$ cat config.mk
export PLATFORM = sky130hd
export DESIGN_NAME = yuv422_to_rgb
export DESIGN_NICKNAME = d
export VERILOG_FILES = /design/src/rtl/yuv422_to_rgb_pkg.sv /design/src/rtl/yuv422_to_rgb_pix.sv /design/src/rtl/yuv422_to_rgb.sv
export SDC_FILE = /design/constraint.sdc
export NUM_CORES = 1
export LEC_CHECK = 0
export BUFFER_PORTS_ARGS = -buffer_cell sky130_fd_sc_hd__clkbuf_2
export CORE_AREA = 2 2 116 231
export CTS_CLUSTER_SIZE = 24
export DETAILED_ROUTE_END_ITERATION = 10
export DIE_AREA = 0 0 118 233
export SLEW_MARGIN = 20
export SYNTH_ARGS = -nofsm -noshare
export SYNTH_HDL_FRONTEND = slang
export SYNTH_SLANG_ARGS = --single-unit
$ cat constraint.sdc
create_clock -name CLK -period 7.3 [get_ports CLK]
set_clock_uncertainty 0.15 [all_clocks]
set_input_delay 0 -clock CLK [delete_from_list [all_inputs] [get_ports CLK]]
set_output_delay 0 -clock CLK [all_outputs]
set_load 0.03 [all_outputs]
$ cat src/rtl/yuv422_to_rgb_pkg.sv
// Shared constants for the YUV422->RGB converter: BT.601 full-range coefficients,
// chroma offset, fixed-point shift, clamp bounds and the word-register state encoding.
package yuv422_to_rgb_pkg;

    localparam int PIX_W  = 8;
    localparam int CALC_W = 20;

    localparam logic signed [CALC_W-1:0] COEF_RV   = 20'sd359;
    localparam logic signed [CALC_W-1:0] COEF_GU   = 20'sd88;
    localparam logic signed [CALC_W-1:0] COEF_GV   = 20'sd183;
    localparam logic signed [CALC_W-1:0] COEF_BU   = 20'sd454;
    localparam logic signed [CALC_W-1:0] UV_OFFSET = 20'sd128;
    localparam logic signed [CALC_W-1:0] CLAMP_MIN = 20'sd0;
    localparam logic signed [CALC_W-1:0] CLAMP_MAX = 20'sd255;
    localparam int                       FRAC_SHIFT = 8;

    typedef enum logic [1:0] {
        EMPTY = 2'd0,
        HOLD0 = 2'd1,
        HOLD1 = 2'd2
    } word_state_t;

    function automatic logic [PIX_W-1:0] clamp_pix(input logic signed [CALC_W-1:0] v);
        if (v < CLAMP_MIN) begin
            return '0;
        end else if (v > CLAMP_MAX) begin
            return '1;
        end else begin
            return v[PIX_W-1:0];
        end
    endfunction

endpackage

$ cat src/rtl/yuv422_to_rgb_pix.sv
// Combinational conversion of one (Y,U,V) triple to a saturated (R,G,B) triple.
// Zero latency; no flow control of its own.
module yuv2rgb_pix
    import yuv422_to_rgb_pkg::*;
(
    input  logic [PIX_W-1:0] y,
    input  logic [PIX_W-1:0] u,
    input  logic [PIX_W-1:0] v,
    output logic [PIX_W-1:0] r,
    output logic [PIX_W-1:0] g,
    output logic [PIX_W-1:0] b
);

    logic signed [CALC_W-1:0] y_s;
    logic signed [CALC_W-1:0] d_u;
    logic signed [CALC_W-1:0] d_v;
    logic signed [CALC_W-1:0] r_s;
    logic signed [CALC_W-1:0] g_s;
    logic signed [CALC_W-1:0] b_s;

    // Arithmetic shift floors negative chroma terms rather than truncating toward zero.
    always_comb begin
        y_s = $signed({{(CALC_W-PIX_W){1'b0}}, y});
        d_u = $signed({{(CALC_W-PIX_W){1'b0}}, u}) - UV_OFFSET;
        d_v = $signed({{(CALC_W-PIX_W){1'b0}}, v}) - UV_OFFSET;
        r_s = y_s + ((COEF_RV * d_v) >>> FRAC_SHIFT);
        g_s = y_s - ((COEF_GU * d_u + COEF_GV * d_v) >>> FRAC_SHIFT);
        b_s = y_s + ((COEF_BU * d_u) >>> FRAC_SHIFT);
        r   = clamp_pix(r_s);
        g   = clamp_pix(g_s);
        b   = clamp_pix(b_s);
    end

endmodule

$ cat src/rtl/yuv422_to_rgb.sv
// Unpacks each YUV422 word into two RGB pixels; pixel0 one cycle after accept, pixel1 the next.
// Valid/ready both sides; output register holds under OUT_READY=0 and input stalls until pixel1 issues.
module yuv422_to_rgb
    import yuv422_to_rgb_pkg::*;
#(
    parameter int DATA_WIDTH_YUV = 32,
    parameter int DATA_WIDTH_RGB = 8
) (
    input  logic                      CLK,
    input  logic                      RESET,
    input  logic [DATA_WIDTH_YUV-1:0] IN_DATA,
    input  logic                      IN_VALID,
    input  logic                      IN_LAST,
    output logic                      IN_READY,
    output logic [DATA_WIDTH_RGB-1:0] OUT_R,
    output logic [DATA_WIDTH_RGB-1:0] OUT_G,
    output logic [DATA_WIDTH_RGB-1:0] OUT_B,
    output logic                      OUT_VALID,
    output logic                      OUT_LAST,
    input  logic                      OUT_READY
);

    word_state_t               state_q;
    word_state_t               state_d;
    logic [DATA_WIDTH_YUV-1:0] word_q;
    logic                      last_q;
    logic                      load;
    logic                      accept;
    logic [PIX_W-1:0]          y_sel;
    logic [PIX_W-1:0]          pix_r;
    logic [PIX_W-1:0]          pix_g;
    logic [PIX_W-1:0]          pix_b;

    always_ff @(posedge CLK or negedge RESET) begin
        if (!RESET) begin
            state_q <= EMPTY;
        end else begin
            state_q <= state_d;
        end
    end

    // A new word may enter in the same cycle pixel1 leaves, which keeps the pipe bubble-free.
    always_comb begin
        state_d  = state_q;
        IN_READY = 1'b0;
        load     = (state_q != EMPTY) && (!OUT_VALID || OUT_READY);
        case (state_q)
            EMPTY: begin
                IN_READY = 1'b1;
                if (IN_VALID) state_d = HOLD0;
            end
            HOLD0: begin
                if (load) state_d = HOLD1;
            end
            HOLD1: begin
                IN_READY = load;
                if (load) state_d = IN_VALID ? HOLD0 : EMPTY;
            end
            default: state_d = EMPTY;
        endcase
    end

    assign accept = IN_VALID && IN_READY;

    always_ff @(posedge CLK or negedge RESET) begin
        if (!RESET) begin
            word_q <= '0;
            last_q <= 1'b0;
        end else if (accept) begin
            word_q <= IN_DATA;
            last_q <= IN_LAST;
        end
    end

    assign y_sel = (state_q == HOLD1) ? word_q[15:8] : word_q[31:24];

    yuv2rgb_pix u_pix (
        .y (y_sel),
        .u (word_q[23:16]),
        .v (word_q[7:0]),
        .r (pix_r),
        .g (pix_g),
        .b (pix_b)
    );

    always_ff @(posedge CLK or negedge RESET) begin
        if (!RESET) begin
            OUT_VALID <= 1'b0;
            OUT_LAST  <= 1'b0;
            OUT_R     <= '0;
            OUT_G     <= '0;
            OUT_B     <= '0;
        end else if (load) begin
            OUT_VALID <= 1'b1;
            OUT_LAST  <= (state_q == HOLD1) && last_q;
            OUT_R     <= pix_r;
            OUT_G     <= pix_g;
            OUT_B     <= pix_b;
        end else if (OUT_READY) begin
            OUT_VALID <= 1'b0;
        end
    end

endmodule

==> impl_metrics.yaml, run 1 <==
status:
  outcome: "complete, no violations"
sta:
  max_freq_ghz: 0.142
  fin_crit_sh: 0.962
  tns_ns: 0
  rsz0062_at_grt: "yes"
  hold_violations: 0
  hold_ws_ns: 0.221
  timing.slew.headroom: 0.374
  worst_slack_ns: 0.275
  maxSlewViolCount: 0
  tightest_slew_ns: 0.937
  setup_viol: 0
  period_needed_ns: 7.02
setup_path:
  max_stage_delay_ns: 0.51
  worstPathMaxFanout: 8
  crit_top_cell: "a21oi_2"
  crit_path_top_delay_cell: "fa_1"
  worst_setup_path_end_kind: "flop"
  critPathBufInv: 2
  path_delay_family: "adder cells"
  crit_arrival_ns: 7.06
  path_class: "reg2reg"
  worstSetupStartpointType: "flop"
  critPathRequiredTime_ns: 7.34
job:
  cap_viol_max_count: 0
floorplanning:
  dieArea_sq_um: 27500
  core-area_sq_um: 25700
  io-pin-count: 64
  die_h_um: 233
  die_w_um: 118
  start_util: 0.348
  num_rows: 83
clock_tree:
  clock-root-buffer: "clkbuf_16"
  cts_max_level: 3
  cts_sinks: 61
  clk_latency_ns: 0.36
  cts_inserted_buffers: 9
  clk_pin_slew_ns: 0.06
  clockBufferDepth: 2
  tritoncts: "done"
placement:
  place_ws_ns: -0.132
  io_buffer_count: 63
  gp_congestion: 0.885
  dp_hpwl_um: 19300
route:
  firstDrtPassIters: 5
  vias_per_cell: 5.01
  wirelength_um: 23100
  drt_iter0_drc: 188
  drt_drc_violations_left: 0
  ant_nets: 0
  vias: 7159
  avgRoutedWirePerCell_um: 16.1
synthesis:
  yosysTopAreaCell: "ha_1"
  synth_cell_types: 67
  ys_seq_area_frac: 0.171
  syn_area_per_cell_sq_um: 9.50
  ys_ff_latch: 61
  synth_warnings: 0
  synth-main-ff-cell: "dfrtp_1"
  synth_edf_count: 0
  synthArstFlopShare: 1.00
  syn_nets: 1228
  syn_area_sq_um: 8920
  synth_top_area_share: 0.269
  synth_area_leaders: "ha_1 27%, dfrtp_1 17%, fa_1 13%"
  syn_inst: 939
finish:
  fill_cells: 2517
  drive_gt1_frac: 0.214
  nets: 1373
  area_delta_synth_final_pct: 23.2
  final_common_cell: "ha_1"
  layout_common_cells: "178 x ha_1, 163 x inv_1, 62 x clkbuf_2"
global_route:
  grt_pass1_wl_um: 36900
  grt_usage: 0.174
  grt_pass1_vias: 7634
  gr-total-overflow: 0
  grt_max_degree: 62
  antenna_found_initial: 1
worst_hold_path:
  hold_path.class: "in2async"
## sequential cells by signal, summed over array words and instances (netlist names)
register	count
OUT_VALID	1
last_q	1
OUT_LAST	1
OUT_R	8
word_q	32
OUT_G	8
OUT_B	8
state_q	2
## path summary, 6_finish.rpt
path | slack, ns | depth (start not counted) | endpoint | startpoint
max | 0.28 | 29 | OUT_G[4] | word_q[2]
min in group CLK | 0.26 | 3 | word_q[29] | IN_DATA[29]
min | 0.22 | 3 | OUT_B[2] | RESET
max reg2reg | 0.28 | 29 | OUT_G[4] | word_q[2]
min reg2reg | 0.35 | 1 | word_q[24] | word_q[24]
max in group asynchronous | 6.16 | 3 | word_q[2] | RESET
## synthesized netlist by cell type, types with 7 or more instances
cell / number
ha_1: 192
inv_1: 167
dfrtp_1: 61
fa_1: 60
nor2_1: 47
nand2_1: 41
a21oi_1: 39
mux2_2: 39
xnor2_1: 34
xor2_1: 29
o21ai_0: 26
a21o_1: 18
nor3_1: 16
nor2b_1: 14
nand2b_1: 13
nand3_1: 11
o21a_1: 11
a311oi_1: 9
o22a_1: 9
a2bb2oi_1: 8
a211oi_1: 7
## cell families (layout without fill, tap and decap cells)
family                   after synthesis  after routing  synth area share
buffers and inverters                176            326            0.0740
AO/OA/AOI/OAI                        170            170             0.136
other                                  0              1                 0
AND/OR/NAND/NOR                      172            172            0.0965
multiplexers                          43             43            0.0537
XOR/XNOR                              64             64            0.0637
flip-flops                            61             61             0.171
adder cells (fa/ha/maj)              253            253             0.405
## stage by stage
| step | util | instances | cell area, sq um |
|---|---|---|---|
| after global routing | 0.428 | 1430 | 11000 |
| after detailed placement | 0.389 | 1367 | 9990 |
| final | 0.428 | 1430 | 11000 |
| after floorplan | - | 939 | 9020 |
| after global placement | 0.389 | 1367 | 9990 |
| after CTS | 0.419 | 1424 | 10800 |
## layer usage
metal,vias up,track usage,wire [um]
met4,0,0.0926,1190
li1,3493,-,-
met5,-,0,0
met1,3516,0.148,7410
met2,103,0.376,14100
met3,47,0.0186,331
## tightest hold or removal path, delay by kind of cell
family,cells,cell delay [ns]
buffers and inverters,3,1.27
## repair_timing
| action | in CTS | in global routing |
|---|---|---|
| endpoints found under the hold margin | 98 | 0 |
| buffers inserted | 3 | 5 |
| gates resized for setup | 11 | 42 |
| hold buffers | 38 | 0 |
| endpoints found under the setup margin | 8 | 16 |
| cloned | 0 | 0 |
| pin swaps | 9 | 35 |
## final cells by class
class | count | area, sq um | area share
Timing Repair Buffer | 143 | 1010 | 0.0923
Clock buffer | 10 | 239 | 0.0217
Sequential cell | 61 | 1530 | 0.139
Multi-Input combinational cell | 702 | 7070 | 0.644
Tap cell | 340 | 425 | 0.0387
Antenna cell | 1 | 2.50 | 0.000228
Clock inverter | 6 | 70.1 | 0.00638
Inverter | 167 | 633 | 0.0576
Power of run 1 is left out: the tool's default activity adds up to more than one toggle a clock period on the data nets, which glitch-free logic cannot reach.
==> run 2: changes to the inputs <==
==> constraint.sdc (replaced) <==
create_clock -name CLK -period 5.6 [get_ports CLK]
set_clock_uncertainty 0.15 [all_clocks]
set_input_delay 0 -clock CLK [delete_from_list [all_inputs] [get_ports CLK]]
set_output_delay 0 -clock CLK [all_outputs]
set_load 0.03 [all_outputs]
==> impl_metrics.yaml, run 2 (synthesis gave the netlist of run 1 again) <==
route:
  firstDrtPassIters: 5
  drt_iter0_drc: 234
  wirelength_um: 25000
  ant_nets: 0
  drt_drc_violations_left: 0
  avgRoutedWirePerCell_um: 15.6
  vias: 7819
  vias_per_cell: 4.89
sta:
  period_needed_ns: 7.06
  tightest_slew_ns: 0.875
  worst_slack_ns: -1.46
  max_freq_ghz: 0.142
  timing.slew.headroom: 0.417
  fin_crit_sh: 1.26
  rsz0062_at_grt: "yes"
  hold_violations: 0
  maxSlewViolCount: 0
  setup_viol: 24
setup_path:
  path_class: "reg2reg"
  crit_path_top_delay_cell: "fa_1"
  worstSetupStartpointType: "flop"
  worstPathMaxFanout: 8
  max_stage_delay_ns: 0.52
  crit_arrival_ns: 7.11
  worst_setup_path_end_kind: "flop"
  critPathRequiredTime_ns: 5.66
finish:
  post-route-util: 0.497
  drive_gt1_frac: 0.373
  nets: 1544
  regMostFlops: "word_q"
  layout_common_cells: "198 x buf_4, 165 x ha_1, 149 x inv_1"
  largest_reg_flops: 32
  final_common_cell: "buf_4"
  fill_cells: 2401
  area_delta_synth_final_pct: 42.8
  final_cells: 1600
  diodes: 0
global_route:
  met1_usage: 0.162
  grt_pass1_vias: 8480
  antenna_found_initial: 0
  grt_pass1_wl_um: 39900
  gr-total-overflow: 0
  use_met2: 0.395
  grt_max_degree: 62
  busiest_layer: "met2"
  grt_usage: 0.186
  met3_usage: 0.0203
clock_tree:
  clockBufferDepth: 2
  cts_sinks: 61
  cts_max_level: 3
  cts_inserted_buffers: 9
  clock-root-buffer: "clkbuf_16"
  clk_pin_slew_ns: 0.06
  clk_latency_ns: 0.37
  tritoncts: "done"
worst_hold_path:
  hold_path.class: "in2async"
floorplanning:
  io-pin-count: 64
  num_rows: 83
  core-area_sq_um: 25700
  die_h_um: 233
  die_w_um: 118
  dieArea_sq_um: 27500
  start_util: 0.348
status:
  outcome: "finished, violations left"
  violations: "negative setup slack"
placement:
  dpl.cell_count: 1527
  io_buffer_count: 63
  dp_hpwl_um: 20500
  place_ws_ns: -1.65
  gp_congestion: 0.909
job:
  cap_viol_max_count: 0
[run 2: timing repair]
item                       in CTS  in global routing
buffers inserted               16                  6
hold buffers                   38                  0
pin swaps                      58                 83
resized for setup              63                 69
hold endpoints to repair       98                  0
setup endpoints to repair      24                 24
[run 2: metal layers]
layer	routed length, um	vias up
met5	0	-
met4	1470	0
met3	365	63
met2	15200	102
met1	7980	3817
li1	-	3837
[run 2: path summary, 6_finish.rpt]
kind | startpoint | end | slack [ns] | cells past startpoint
max | word_q[4] | OUT_G[7] | -1.46 | 30
min | RESET | OUT_B[3] | 0.24 | 3
max reg2reg | word_q[4] | OUT_G[7] | -1.46 | 30
min reg2reg | word_q[31] | word_q[31] | 0.35 | 1
max in group asynchronous | RESET | word_q[1] | 4.41 | 3
min in group CLK | IN_DATA[20] | word_q[20] | 0.27 | 3
[run 2: cell type report]
type                            instances  area [sq um]  area share
Timing Repair Buffer                  314          2370       0.186
Tap cell                              340           425      0.0334
Inverter                              167           636      0.0499
Multi-Input combinational cell        702          7480       0.587
Clock buffer                            9           225      0.0177
Clock inverter                          7          73.8     0.00579
Sequential cell                        61          1530       0.120
[run 2: worst max-delay path, delay by kind of cell, from the launching register on]
| kind | cells | cell delay [ns] |
|---|---|---|
| AO/OA/AOI/OAI | 13 | 2.30 |
| XOR/XNOR | 2 | 0.31 |
| adder cells (fa/ha/maj) | 9 | 3.11 |
| buffers and inverters | 3 | 0.28 |
| flip-flops | 1 | 0.42 |
| AND/OR/NAND/NOR | 3 | 0.32 |
[run 2: stage by stage]
step	hold WS, ns	TNS [ns]	instance area [sq um]
2_1_floorplan	-0.446	-14.74	9100
3_5_place_dp	0.0870	-25.09	11300
4_1_cts	0.251	-19.42	12400
6_report	0.240	-19.69	12700
5_1_grt	0.279	-25.92	12700
3_3_place_gp	0.0849	-22.60	11300
Power of run 2 is left out for the same reason.
